[src/rtl/wb_bus_arbiter_if.sv]
// Bus bundle between the two masters, the arbiter and the shared slave.
// The arbiter connects through the slave modport; the master modport is the surrounding system's view.
interface wb_bus_arbiter_if #(
  parameter int unsigned AW = 32,
  parameter int unsigned DW = 32
) ();
  localparam int unsigned SW = DW / 8;

  logic          m0_stb_i;
  logic          m0_we_i;
  logic [AW-1:0] m0_adr_i;
  logic [DW-1:0] m0_dat_i;
  logic [SW-1:0] m0_sel_i;
  logic [DW-1:0] m0_dat_o;
  logic          m0_ack_o;
  logic          m0_err_o;

  logic          m1_stb_i;
  logic          m1_we_i;
  logic [AW-1:0] m1_adr_i;
  logic [DW-1:0] m1_dat_i;
  logic [SW-1:0] m1_sel_i;
  logic [DW-1:0] m1_dat_o;
  logic          m1_ack_o;
  logic          m1_err_o;

  logic          s_stb_o;
  logic          s_we_o;
  logic [AW-1:0] s_adr_o;
  logic [DW-1:0] s_dat_o;
  logic [SW-1:0] s_sel_o;
  logic [DW-1:0] s_dat_i;
  logic          s_ack_i;

  logic [1:0]    gnt_o;

  modport slave (
    input  m0_stb_i, m0_we_i, m0_adr_i, m0_dat_i, m0_sel_i,
    output m0_dat_o, m0_ack_o, m0_err_o,
    input  m1_stb_i, m1_we_i, m1_adr_i, m1_dat_i, m1_sel_i,
    output m1_dat_o, m1_ack_o, m1_err_o,
    output s_stb_o, s_we_o, s_adr_o, s_dat_o, s_sel_o,
    input  s_dat_i, s_ack_i,
    output gnt_o
  );

  modport master (
    output m0_stb_i, m0_we_i, m0_adr_i, m0_dat_i, m0_sel_i,
    input  m0_dat_o, m0_ack_o, m0_err_o,
    output m1_stb_i, m1_we_i, m1_adr_i, m1_dat_i, m1_sel_i,
    input  m1_dat_o, m1_ack_o, m1_err_o,
    input  s_stb_o, s_we_o, s_adr_o, s_dat_o, s_sel_o,
    output s_dat_i, s_ack_i,
    input  gnt_o
  );
endinterface

[src/rtl/wb_bus_arbiter.sv]
// Two-master round-robin arbiter for a single stb/ack slave: one transfer at a time,
// a forced gap cycle after every transfer and a timeout for hung slaves.
module wb_bus_arbiter #(
  parameter int unsigned AW        = 32,
  parameter int unsigned DW        = 32,
  parameter int unsigned TO_CYCLES = 255,
  parameter int unsigned TO_W      = 8
) (
  input  logic              clk,
  input  logic              rst_ni,
  wb_bus_arbiter_if.slave   bus
);
  localparam int unsigned SW = DW / 8;

  typedef enum logic [1:0] {
    ST_IDLE = 2'd0,
    ST_BUSY = 2'd1,
    ST_GAP  = 2'd2
  } state_t;

  state_t          r_state;
  logic            r_gnt;
  logic            r_last;
  logic [TO_W-1:0] r_tcnt;

  logic            w_busy;
  logic            w_stb;
  logic            w_ack;
  logic            w_tmo;
  logic            w_done;
  logic            w_we;
  logic [AW-1:0]   w_adr;
  logic [DW-1:0]   w_wdat;
  logic [SW-1:0]   w_sel;
  logic [DW-1:0]   w_rdat;

  // Request mux for the current owner and transfer-termination conditions
  always_comb begin
    w_busy = (r_state == ST_BUSY);
    w_stb  = r_gnt ? bus.m1_stb_i : bus.m0_stb_i;
    w_we   = r_gnt ? bus.m1_we_i  : bus.m0_we_i;
    w_adr  = r_gnt ? bus.m1_adr_i : bus.m0_adr_i;
    w_wdat = r_gnt ? bus.m1_dat_i : bus.m0_dat_i;
    w_sel  = r_gnt ? bus.m1_sel_i : bus.m0_sel_i;
    w_ack  = w_busy & w_stb & bus.s_ack_i;
    // A slave ack in the last allowed cycle still counts as a normal completion
    w_tmo  = w_busy & w_stb & ~bus.s_ack_i & (r_tcnt == TO_W'(TO_CYCLES - 1));
    w_done = w_busy & (w_ack | w_tmo | ~w_stb);
    w_rdat = w_tmo ? '0 : bus.s_dat_i;
  end

  // Slave-side and master-side outputs, all quiet outside BUSY
  always_comb begin
    bus.s_stb_o  = w_busy & w_stb & ~w_tmo;
    bus.s_we_o   = w_busy & w_we;
    bus.s_adr_o  = w_busy ? w_adr  : '0;
    bus.s_dat_o  = w_busy ? w_wdat : '0;
    bus.s_sel_o  = w_busy ? w_sel  : '0;

    bus.m0_ack_o = (w_ack | w_tmo) & ~r_gnt;
    bus.m0_err_o = w_tmo & ~r_gnt;
    bus.m0_dat_o = (w_busy & ~r_gnt) ? w_rdat : '0;
    bus.m1_ack_o = (w_ack | w_tmo) & r_gnt;
    bus.m1_err_o = w_tmo & r_gnt;
    bus.m1_dat_o = (w_busy & r_gnt) ? w_rdat : '0;

    bus.gnt_o    = w_busy ? (r_gnt ? 2'b10 : 2'b01) : 2'b00;
  end

  // Arbitration state machine
  always_ff @(posedge clk) begin
    if (!rst_ni) begin
      r_state <= ST_IDLE;
      r_gnt   <= 1'b0;
      r_last  <= 1'b1;
      r_tcnt  <= '0;
    end else begin
      case (r_state)
        ST_IDLE: begin
          if (bus.m0_stb_i | bus.m1_stb_i) begin
            r_gnt   <= (bus.m0_stb_i & bus.m1_stb_i) ? ~r_last : bus.m1_stb_i;
            r_tcnt  <= '0;
            r_state <= ST_BUSY;
          end
        end
        ST_BUSY: begin
          r_tcnt <= r_tcnt + TO_W'(1);
          if (w_done) begin
            r_last  <= r_gnt;
            r_state <= ST_GAP;
          end
        end
        ST_GAP:  r_state <= ST_IDLE;
        default: r_state <= ST_IDLE;
      endcase
    end
  end
endmodule

[src/flat_wrapper.sv]
// flat-port wrapper written by rule: the top's interface ports become plain ports
module wb_bus_arbiter_flat 
#(
  parameter int unsigned AW        = 32,
  parameter int unsigned DW        = 32,
  parameter int unsigned TO_CYCLES = 255,
  parameter int unsigned TO_W      = 8
)
  (clk, rst_ni, bus_m0_stb_i, bus_m0_we_i, bus_m0_adr_i, bus_m0_dat_i, bus_m0_sel_i, bus_m0_dat_o, bus_m0_ack_o, bus_m0_err_o, bus_m1_stb_i, bus_m1_we_i, bus_m1_adr_i, bus_m1_dat_i, bus_m1_sel_i, bus_m1_dat_o, bus_m1_ack_o, bus_m1_err_o, bus_s_stb_o, bus_s_we_o, bus_s_adr_o, bus_s_dat_o, bus_s_sel_o, bus_s_dat_i, bus_s_ack_i, bus_gnt_o);
  wb_bus_arbiter_if #(.AW(AW), .DW(DW)) bus_i ();
  input  logic clk;
  input  logic rst_ni;
  input wire logic [$bits(bus_i.m0_stb_i)-1:0] bus_m0_stb_i;
  input wire logic [$bits(bus_i.m0_we_i)-1:0] bus_m0_we_i;
  input wire logic [$bits(bus_i.m0_adr_i)-1:0] bus_m0_adr_i;
  input wire logic [$bits(bus_i.m0_dat_i)-1:0] bus_m0_dat_i;
  input wire logic [$bits(bus_i.m0_sel_i)-1:0] bus_m0_sel_i;
  output wire logic [$bits(bus_i.m0_dat_o)-1:0] bus_m0_dat_o;
  output wire logic [$bits(bus_i.m0_ack_o)-1:0] bus_m0_ack_o;
  output wire logic [$bits(bus_i.m0_err_o)-1:0] bus_m0_err_o;
  input wire logic [$bits(bus_i.m1_stb_i)-1:0] bus_m1_stb_i;
  input wire logic [$bits(bus_i.m1_we_i)-1:0] bus_m1_we_i;
  input wire logic [$bits(bus_i.m1_adr_i)-1:0] bus_m1_adr_i;
  input wire logic [$bits(bus_i.m1_dat_i)-1:0] bus_m1_dat_i;
  input wire logic [$bits(bus_i.m1_sel_i)-1:0] bus_m1_sel_i;
  output wire logic [$bits(bus_i.m1_dat_o)-1:0] bus_m1_dat_o;
  output wire logic [$bits(bus_i.m1_ack_o)-1:0] bus_m1_ack_o;
  output wire logic [$bits(bus_i.m1_err_o)-1:0] bus_m1_err_o;
  output wire logic [$bits(bus_i.s_stb_o)-1:0] bus_s_stb_o;
  output wire logic [$bits(bus_i.s_we_o)-1:0] bus_s_we_o;
  output wire logic [$bits(bus_i.s_adr_o)-1:0] bus_s_adr_o;
  output wire logic [$bits(bus_i.s_dat_o)-1:0] bus_s_dat_o;
  output wire logic [$bits(bus_i.s_sel_o)-1:0] bus_s_sel_o;
  input wire logic [$bits(bus_i.s_dat_i)-1:0] bus_s_dat_i;
  input wire logic [$bits(bus_i.s_ack_i)-1:0] bus_s_ack_i;
  output wire logic [$bits(bus_i.gnt_o)-1:0] bus_gnt_o;
  assign bus_i.m0_stb_i = bus_m0_stb_i;
  assign bus_i.m0_we_i = bus_m0_we_i;
  assign bus_i.m0_adr_i = bus_m0_adr_i;
  assign bus_i.m0_dat_i = bus_m0_dat_i;
  assign bus_i.m0_sel_i = bus_m0_sel_i;
  assign bus_m0_dat_o = bus_i.m0_dat_o;
  assign bus_m0_ack_o = bus_i.m0_ack_o;
  assign bus_m0_err_o = bus_i.m0_err_o;
  assign bus_i.m1_stb_i = bus_m1_stb_i;
  assign bus_i.m1_we_i = bus_m1_we_i;
  assign bus_i.m1_adr_i = bus_m1_adr_i;
  assign bus_i.m1_dat_i = bus_m1_dat_i;
  assign bus_i.m1_sel_i = bus_m1_sel_i;
  assign bus_m1_dat_o = bus_i.m1_dat_o;
  assign bus_m1_ack_o = bus_i.m1_ack_o;
  assign bus_m1_err_o = bus_i.m1_err_o;
  assign bus_s_stb_o = bus_i.s_stb_o;
  assign bus_s_we_o = bus_i.s_we_o;
  assign bus_s_adr_o = bus_i.s_adr_o;
  assign bus_s_dat_o = bus_i.s_dat_o;
  assign bus_s_sel_o = bus_i.s_sel_o;
  assign bus_i.s_dat_i = bus_s_dat_i;
  assign bus_i.s_ack_i = bus_s_ack_i;
  assign bus_gnt_o = bus_i.gnt_o;
  wb_bus_arbiter #(.AW(AW), .DW(DW), .TO_CYCLES(TO_CYCLES), .TO_W(TO_W)) u_core (.clk(clk), .rst_ni(rst_ni), .bus(bus_i));
endmodule
[config.mk]
export PLATFORM = sky130hd
export DESIGN_NAME = wb_bus_arbiter_flat
export DESIGN_NICKNAME = d
export VERILOG_FILES = /design/src/rtl/wb_bus_arbiter_if.sv /design/src/rtl/wb_bus_arbiter.sv /design/src/flat_wrapper.sv
export SDC_FILE = /design/constraint.sdc
export NUM_CORES = 1
export LEC_CHECK = 0
export BUFFER_PORTS_ARGS = -buffer_cell sky130_fd_sc_hd__buf_2
export CORE_AREA = 4 4 122 124
export DETAILED_ROUTE_END_ITERATION = 8
export DIE_AREA = 0 0 126 128
export PLACE_DENSITY = 0.5
export RECOVER_POWER = 25
export SYNTH_ARGS = -nofsm -noshare
export SYNTH_HDL_FRONTEND = slang
export SYNTH_SLANG_ARGS = --single-unit
[constraint.sdc]
create_clock -name clk -period 5.2 [get_ports clk]
set_clock_uncertainty 0.1 [all_clocks]
set_input_delay 1.3 -clock clk [delete_from_list [all_inputs] [get_ports clk]]
set_output_delay 1.3 -clock clk [all_outputs]
set_load 0.01 [all_outputs]
Word level (Yosys, flattened, before mapping)
Index checks and enable logic that the tools add are counted.

word-level totals
  flip-flop bits (word level) = 12
  output and inout port bits = 140

operators by class
  $add $sub $neg = 1
  equal/unequal tests = 4
  muxes and demuxes = 19
  bitwise operators = 22
  reductions and logical operators = 6

operators with widths
  operator             number
  $mux 32              7
  $pmux 8 s2           1
  $and 1x1->1          14
  $add 8x1->8 const B  1
  $eq 8x8->1 const B   1
  $mux 2               4
  $mux 4               2
  $mux 8               1
  $reduce_and 2->1     4
  $not 1->1            5
  $pmux 2 s2           1
  $mux 1               3
  $or 1x1->1           3
  $eq 2x1->1 const B   1
  $logic_not 2->1      1
  $ne 2x1->1 const B   1
  $ne 2x2->1 const B   1
  $reduce_bool 2->1    1

Depth between registers and ports, before layout
Gate-level depths: netlist (run 1).

  depth in word-level cells = 9
  depth in mapped cells = 7
  mapped depth without buffers = 5

Least setup slack after synthesis (run 1)
OpenSTA, ideal clock, no wires.

  kind = input -> output
  from = input port bus_s_ack_i
  to = output port bus_m0_dat_o[10]
  arrival = 2.311 ns
  required time = 3.800 ns
  slack = 1.489 ns
  stages on the path = 5
  buffers on the path = 2
  cells stage by stage = and4b_1 buf_6 a311oi_4 buf_6 and2_1

between the ends
  word-level cells in the longest chain between the ends = 5

ends and longest elaborated chain
  item                      line                  RTL
  from (decl)               flat_wrapper.sv:35    input wire logic [$bits(bus_i.s_ack_i)-1:0] bus_s_ack_i;
  $not 1->1                 wb_bus_arbiter.sv:47  w_tmo = w_busy & w_stb & ~bus.s_ack_i & (r_tcnt == TO_W'(TO_CYCLES - 1));
  $and 1x1->1 (2 in a row)  wb_bus_arbiter.sv:47
  $mux 32                   wb_bus_arbiter.sv:49  w_rdat = w_tmo ? '0 : bus.s_dat_i;
  $mux 32                   wb_bus_arbiter.sv:62  bus.m0_dat_o = (w_busy & ~r_gnt) ? w_rdat : '0;
  to (decl)                 flat_wrapper.sv:18    output wire logic [$bits(bus_i.m0_dat_o)-1:0] bus_m0_dat_o;

No other way between the ends.

Worst setup path after layout (run 1)
  from = input port bus_s_ack_i
  to = output port bus_m1_dat_o[21]

between the ends
  word-level cells in the longest chain between the ends = 5

ends and longest elaborated chain
  item                      line                  RTL
  $not 1->1                 wb_bus_arbiter.sv:47
  $and 1x1->1 (2 in a row)  wb_bus_arbiter.sv:47
  $mux 32                   wb_bus_arbiter.sv:49
  $mux 32                   wb_bus_arbiter.sv:65  bus.m1_dat_o = (w_busy & r_gnt) ? w_rdat : '0;
  to (decl)                 flat_wrapper.sv:26    output wire logic [$bits(bus_i.m1_dat_o)-1:0] bus_m1_dat_o;

No other way between the ends.

==> results of run 1 <==
-- report_power, final --
group | switching [W] | internal [W] | leakage (nW) | total (W)
registers | 0.0000213 | 0.0000968 | 0.0984 | 0.000118
clock network | 0.0000428 | 0.000116 | 0.0442 | 0.000159
logic | 0.000167 | 0.000159 | 1.97 | 0.000326
-- registers in the layout, summed over array words and instances (netlist names) --
register        cells
u_core.r_state      2
u_core.r_gnt        1
u_core.r_tcnt       8
u_core.r_last       1
-- layout make-up --
| cell class | count | share of cell area |
|---|---|---|
| Multi-Input combinational cell | 268 | 0.4568 |
| Timing Repair Buffer | 318 | 0.3978 |
| Sequential cell | 12 | 0.06190 |
| Tap cell | 180 | 0.05714 |
| Clock buffer | 4 | 0.02254 |
| Inverter | 4 | 0.003810 |
-- path summary, 6_finish.rpt --
| check | start | end |
|---|---|---|
| max reg2reg | u_core.r_state[1] | u_core.r_tcnt[0] |
| min | u_core.r_tcnt[7] | u_core.r_tcnt[7] |
| min reg2reg | u_core.r_tcnt[7] | u_core.r_tcnt[7] |
| max | bus_s_ack_i | bus_m1_dat_o[21] |
-- placed cells by master (no fill, tap or decap), drive strengths merged, types with 2 or more instances in the layout --
cell    count
nand4       2
clkbuf     30
nand2       6
or4         4
o21ai       5
and2       65
a21oi      10
ha          2
a211oi      3
dfxtp      12
buf       292
a311oi      2
nor4        2
nor2       74
or3         2
inv         4
nand2b      3
o31ai       4
mux2i      70
nor3        3
-- cells by family (layout without fill, tap and decap cells) --
group | after synthesis | in the layout
simple gates | 169 | 169
mux | 70 | 70
fa+ha+maj | 2 | 2
buf+inv | 31 | 326
compound gates | 27 | 27
flops | 12 | 12
-- critical path, stage by stage --
cell and delay [ps]:
buf_2 130, and4b_1 310, a311oi_4 310, buf_4 300
and2_1 160, buf_2 140
-- stage by stage --
stage	setup WS (ps)	hold WS [ps]	cell area [um2]
after CTS	1122	379.3	4001
after global routing	1006	418.7	3941
after detailed placement	1121	373.6	3913
after floorplan	1489	346.5	2265
after global placement	1120	379.9	3913
final	1141	382.8	3941
-- routing by layer --
layer  vias up  track usage  share of wire
li1       1646            -              -
met1      1336       0.1492           0.39
met2       159       0.2075           0.51
met3         5      0.03167          0.094
met4         0      0.01136         0.0037
met5         -            0              0
==> flow_summary.ini, run 1 <==
[outcome]
status = finished, violations left
violations = capacitance limit

[sta]
slew_violations = 0
finalSetupViolCount = 0
period_minus_slack_ps = 4059
relSlewSlack = 0.004460
tightestPinTransition_ps = 1493
final-hold-violation-count = 0
fin_crit_sh = 0.7805
fmax_mhz = 246.4
rsz0062_at_grt = no
tns_ps = 0

[grt]
overflow = 0
antenna_found_initial = 0
grt_max_degree = 76
grt_first_pass_wirelength_um = 15730
grt_pass1_vias = 2853
grt_usage = 0.1176

[worst_setup_path]
regToRegSetupSlack_ps = 2800
critPathKind = input pin to primary output
startpoint_type = input pin
crit_arrival_ps = 2660
crit_path_max_fanout = 32
required_ps = 3800
ff2ff_path_depth = 3
end_kind = primary output

[hold_path]
holdPathStages = 2
min_path_type = flop to flop

[power]
powerDensity_nw_per_um2 = 153.1
p_total_w = 0.0006033
power_leakage_nw = 2.109
ir_drop_uv = 81.92

[synth]
ys_types = 35
synth_commonest_cells = 74 x nor2_1, 70 x mux2i_1, 65 x and2_1, 14 x buf_2, 12 x dfxtp_1
synth_top_area_cell = mux2i_1
ys_seq_area_frac = 0.1061
synth.most_common_cell = nor2_1
synthTopCellsByArea = mux2i_1 31%, and2_1 18%, nor2_1 12%
synthesis.nets = 488
syn_area_um2 = 2265
ys_warn_count = 0
synth_mux_area_frac = 0.3094
ys_ff_latch = 12
synthAdderAreaFrac = 0.01105
synth_top_family_by_area = simple AND/OR/NAND/NOR gates
synth_xor_area_frac = 0
synth_compound_area_frac = 0.09945
syn_area_per_cell_um2 = 7.282
synthArstFlopShare = 0
synth.top_cell.area_share = 0.3094
synth_edf_count = 0
synthCells = 311
synth-main-ff-cell = dfxtp_1
yosys.area_share.simple = 0.3834

[job]
max-cap-violations = 1

[route]
antenna_left = 0
routed-via-count = 3146
remaining_drc_errors = 0
vias_per_cell = 4.003
routed_wl_um = 10960
first_pass_iters = 4
wl_per_cell_um = 13.94
drtIter0Drc = 136

[layout]
drive_above_1_share = 0.4967
area_delta_synth_final_pct = 74.03
seq_area_um2 = 244.0
fin_cells = 786
antenna_cells = 0
layout.nets = 784
multi_input_area_um2 = 1800
fin_util = 0.2862
nFillCells = 1541

[placed_design]
portBuffers = 314
dp.cells = 782
gp_congestion = 0.7745
place_hpwl_um = 9293

[floorplan]
die_y_um = 128
core_area_um2 = 13770
io_pins = 315
chipWidth_um = 126
start_util = 0.1644
die_area_um2 = 16130
fp-row-count = 43

[clocking]
postCtsSetupRepairBufs = 0
cts_root_buf = clkbuf_16
h-tree-depth = 1
cts_resized = 0
path_clk_slew_ps = 40
clkLatencyLatePin_ps = 240
cts_buffers = 3
cts_tree = yes
cts_sinks = 12
hold_buffers = 0
cts_buffer_depth = 2
No activity file was read; power rests on OpenSTA's default activity.
==> run 2: changes to the inputs <==
ABC_AREA = 1   (was default)
CORE_AREA = 4 4 119 121   (was 4 4 122 124)
DIE_AREA = 0 0 123 125   (was 0 0 126 128)
PLACE_DENSITY = 0.51   (was 0.5)
clock period = 3.99 ns   (was 5.2 ns; I/O delays follow)
==> flow_summary.ini, run 2 <==
[outcome]
status = completed

[route]
wl_per_cell_um = 17.52
remaining_drc_errors = 0
vias_per_cell = 4.216
antenna_left = 0
drtIter0Drc = 179
routed-via-count = 3263
routed_wl_um = 13560
first_pass_iters = 6

[placed_design]
place_hpwl_um = 11630
gp_congestion = 0.8729
placed_area_um2 = 3887
portBuffers = 314

[hold_path]
hp-start = u_core.r_last
min_to = u_core.r_last
holdPathStages = 2
min_path_type = flop to flop

[layout]
top_register = u_core.r_tcnt
multi_input_area_um2 = 1589
postLayoutCellArea_um2 = 3941
layout.nets = 776
seq_area_um2 = 240.2
drive_above_1_share = 0.6137
mostFrequentLayoutCells = 293 x buf_2, 69 x a22o_1, 52 x nor3_2
nFillCells = 1449
layout_commonest_cell = buf_2
antenna_cells = 0
fin_util = 0.3012
largest_reg_flops = 8
area_delta_synth_final_pct = 76.97
reg_top3 = u_core.r_tcnt (8), u_core.r_state (2)

[worst_setup_path]
crit_path_max_fanout = 67
end_kind = primary output
critPathKind = input pin to primary output
ff2ff_path_depth = 7
required_ps = 2890
startpoint_type = input pin
r2r-start = u_core.r_state[0]
regToRegSetupSlack_ps = 2460
reg2reg_to = u_core.r_tcnt[7]
crit_arrival_ps = 2290

[synth]
synthCells = 300
synth_top_area_cell = a22o_1
ys_types = 27
synth_edf_count = 0
synth-main-ff-cell = dfxtp_1
synth_commonest_cells = 69 x a22o_1, 52 x nor3_2, 42 x inv_1, 26 x nand2_1, 17 x buf_2
ys_ff_latch = 12
synthesis.nets = 477
synth.top_cell.area_share = 0.2713
synthTopCellsByArea = a22o_1 27%, nor3_2 23%, dfxtp_1 11%
ys_seq_area_frac = 0.1079
synthArstFlopShare = 0
ys_warn_count = 0
syn_area_um2 = 2227
syn_area_per_cell_um2 = 7.424
synth.most_common_cell = a22o_1

[sta]
fin_crit_sh = 0.8478
finalSetupViolCount = 0
tns_ps = 0
relSlewSlack = 0.4459
final-hold-violation-count = 0
tightestPinTransition_ps = 830.0
period_minus_slack_ps = 3383
fmax_mhz = 295.6
rsz0062_at_grt = no
slew_violations = 0

[floorplan]
die_y_um = 125
io_pins = 315
start_util = 0.1702
die_area_um2 = 15380
core_area_um2 = 13090
fp-row-count = 42
chipWidth_um = 123

[grt]
antenna_found_initial = 1
grt_usage = 0.1593
overflow = 0
grt_pass1_vias = 3092
grt_first_pass_wirelength_um = 18790
grt_max_degree = 68

[power]
ir_drop_uv = 198.9
sw_frac_of_total = 0.3931
netSwitchingPower_w = 0.0003024
p_seq_frac = 0.170
pwr-share-comb = 0.566
p_int_w = 0.0004670
power_leakage_nw = 2.195
p_clk_frac = 0.264
powerDensity_nw_per_um2 = 195.2

[clocking]
cts_resized = 0
h-tree-depth = 1
postCtsSetupRepairBufs = 0
hold_buffers = 0
cts_buffer_depth = 2
clkLatencyLatePin_ps = 240
cts_root_buf = clkbuf_16
cts_tree = yes
cts_buffers = 3
path_clk_slew_ps = 40
cts_sinks = 12

[job]
max-cap-violations = 0
[run 2: cell count changes in the layout (fill, tap and decap cells not counted), moves of 9 or more]
cell | before | now
a22o_1 | 0 | 69
and2_1 | 65 | 0
inv_1 | 4 | 44
mux2i_1 | 70 | 0
nand2_1 | 6 | 28
nand3_1 | 1 | 12
nor2_1 | 74 | 13
nor3_1 | 3 | 12
nor3_2 | 0 | 52
[run 2: worst max path at each step]
stage	slack, ps	to	cells past startpoint	startpoint
global placement	610	bus_m0_ack_o	10	bus_s_ack_i
CTS	600	bus_m0_ack_o	10	bus_s_ack_i
floorplan	1100	bus_m0_ack_o	8	bus_s_ack_i
detailed placement	600	bus_m0_ack_o	10	bus_s_ack_i
finish	610	bus_m0_ack_o	10	bus_s_ack_i
global route	460	bus_m0_ack_o	10	bus_s_ack_i
[run 2: critical path, cell delays in order]
cell and delay, ps:
clkbuf_1 90, inv_1 90, nand2_1 50, nor2_1 80, nand2_1 110, nor2_4 120, buf_12 340, a21oi_1 100
nor2_1 130, buf_2 150
[run 2: kinds of logic after synthesis]
kind of cell               synth area share
AOI/OAI and AO/OA                    0.3039
adders and majority gates           0.01123
buffers and inverters                0.1764
DFF                                  0.1079
and+or+nand+nor                      0.4006
[run 2: stage by stage]
stage	total power [W]	setup slack, ps	hold slack, ps	cells
floorplan	0.0003514	1097	325.9	300
global placement	0.0005785	614.2	346.6	770
detailed placement	0.0005793	602.3	345.9	770
CTS	0.0007891	597.8	353.6	774
global route	0.0008221	456.9	413.3	774
finish	0.0007694	607.2	354.7	774
[run 2: layout make-up]
type	count	share of cell area
multi-input combinational	212	0.4032
inverter	49	0.04667
clock buffer	4	0.02254
timing repair buffer	321	0.4108
tap	176	0.05587
sequential	12	0.06095
[run 2: power groups by stage]
stage / clock network, W / logic [W] / registers, W
after floorplan: 0 / 0.000220 / 0.000131
after global placement: 0 / 0.000446 / 0.000133
after detailed placement: 0 / 0.000447 / 0.000133
after CTS: 0.000209 / 0.000449 / 0.000130
after global routing: 0.000213 / 0.000478 / 0.000131
final: 0.000203 / 0.000436 / 0.000130
[run 2: layer usage]
| layer | wire length [um] | part of all wire | vias up | global-route usage |
|---|---|---|---|---|
| met3 | 1844 | 0.14 | 8 | 0.08401 |
| met1 | 5526 | 0.41 | 1460 | 0.2031 |
| li1 | - | - | 1658 | - |
| met5 | 13 | 0.00096 | - | 0 |
| met2 | 6099 | 0.45 | 135 | 0.2493 |
| met4 | 75 | 0.0055 | 2 | 0.01303 |
==> run 3: changes to the inputs <==
clock period = 3.26 ns   (was 3.99 ns; I/O delays follow)
==> flow_summary.ini, run 3 (same netlist as run 2, synthesis figures left out) <==
[outcome]
status = completed

[route]
first_pass_iters = 4
routed_wl_um = 13360
antenna_left = 0
wl_per_cell_um = 17.28
remaining_drc_errors = 0
vias_per_cell = 4.142
drtIter0Drc = 123
routed-via-count = 3202

[power]
powerDensity_nw_per_um2 = 239.1
power_leakage_nw = 2.193
ir_drop_uv = 222.2

[worst_setup_path]
path_cells = inv_1 -> nor2_4 -> inv_1 -> nor2_8 -> buf_4 -> a22o_1 -> buf_2
worst-path-buf-inv = 4
cp.depth = 7
crit_arrival_ps = 2060
end_kind = primary output
worst_path_max_delay_cell = buf_4
critPathTopFamily = buffers and inverters
cp_common_cell = inv_1
max_stage_delay_ps = 400
ff2ff_path_depth = 7
startpoint_type = flop
required_ps = 2340
critPathKind = flop to primary output
crit_path_max_fanout = 45

[clocking]
hold_buffers = 0
cts_sinks = 12
h-tree-depth = 1
cts_tree = yes
cts_resized = 0
postCtsSetupRepairBufs = 0
path_clk_slew_ps = 40
cts_root_buf = clkbuf_16
cts_buffers = 3
clkLatencyLatePin_ps = 240
cts_buffer_depth = 2

[floorplan]
start_util = 0.1702
die_y_um = 125
io_pins = 315
die_area_um2 = 15380
fp-row-count = 42
core_area_um2 = 13090
chipWidth_um = 123

[sta]
setup_slack_ps = 281.2
fmax_mhz = 335.7
final-hold-violation-count = 0
holdWs_ps = 353.4
relSlewSlack = 0.4241
rsz0062_at_grt = no
slew_violations = 0
period_minus_slack_ps = 2979
finalSetupViolCount = 0
tightestPinTransition_ps = 862.6
tns_ps = 0
fin_crit_sh = 0.9137

[layout]
drive_above_1_share = 0.6164
mostFrequentLayoutCells = 293 x buf_2, 69 x a22o_1, 52 x nor3_2
reg_top3 = u_core.r_tcnt (8), u_core.r_state (2)
nFillCells = 1463
layout.nets = 775
antenna_cells = 0
top_register = u_core.r_tcnt
largest_reg_flops = 8
area_delta_synth_final_pct = 76.80
layout_commonest_cell = buf_2

[grt]
grt_first_pass_wirelength_um = 18500
overflow = 0
grt_max_degree = 71
antenna_found_initial = 0
grt_pass1_vias = 3064
grt_usage = 0.1565

[hold_path]
min_path_type = flop to flop
holdPathStages = 2

[placed_design]
gp_congestion = 0.8156
place_hpwl_um = 11340
portBuffers = 314
pre_cts_slack_ps = 391.2

[job]
max-cap-violations = 0
## run 3: changes by cell type in the layout (fill, tap and decap cells not counted)
cell / previous run / this run
nand2_2: 3 / 4
clkbuf_2: 0 / 1
clkbuf_1: 22 / 21
buf_4: 4 / 3
nand2_1: 28 / 27
## run 3: worst min-delay path, delay by kind of cell, from the launching register on
family | cells | cell delay [ps]
DFF | 1 | 300
and+or+nand+nor | 2 | 100
## run 3: worst paths after layout
path                     startpoint         endpoint  slack, ps
setup reg to reg  u_core.r_state[0]    u_core.r_last       1540
hold / removal        u_core.r_last    u_core.r_last        350
setup / recovery  u_core.r_state[0]  bus_s_dat_o[29]        280
hold reg to reg       u_core.r_last    u_core.r_last        350
## run 3: stage by stage
step | util | cells | total power, W | cell area [um2]
CTS | 0.3033 | 773 | 0.0009590 | 3969
floorplan | - | 300 | 0.0004301 | 2227
detailed placement | 0.2965 | 769 | 0.0007017 | 3880
global route | 0.3009 | 773 | 0.001010 | 3938
global placement | 0.2965 | 769 | 0.0007035 | 3880
finish | 0.3009 | 773 | 0.0009415 | 3938
## run 3: area by class of cell
cell class | count | area (um2) | share of cell area
inverter | 49 | 183.9 | 0.04671
timing repair buffer | 320 | 1613 | 0.4096
clock buffer | 4 | 88.84 | 0.02256
multi-input combinational | 212 | 1592 | 0.4042
tap | 176 | 220.2 | 0.05593
sequential | 12 | 240.2 | 0.06101
## run 3: routing by layer
layer	wire (um)	up-vias	GRT usage
li1	-	1652	-
met1	5110	1409	0.1886
met2	5949	135	0.2480
met3	2244	6	0.09575
met4	56	0	0.01368
met5	0	-	0
## run 3: report_power, final
group / switching, W / total (W) / internal (W) / leakage [nW]
registers: 0.00000564 / 0.000159 / 0.000154 / 0.0976
logic: 0.000298 / 0.000530 / 0.000232 / 2.05
clock network: 0.0000667 / 0.000252 / 0.000185 / 0.0442
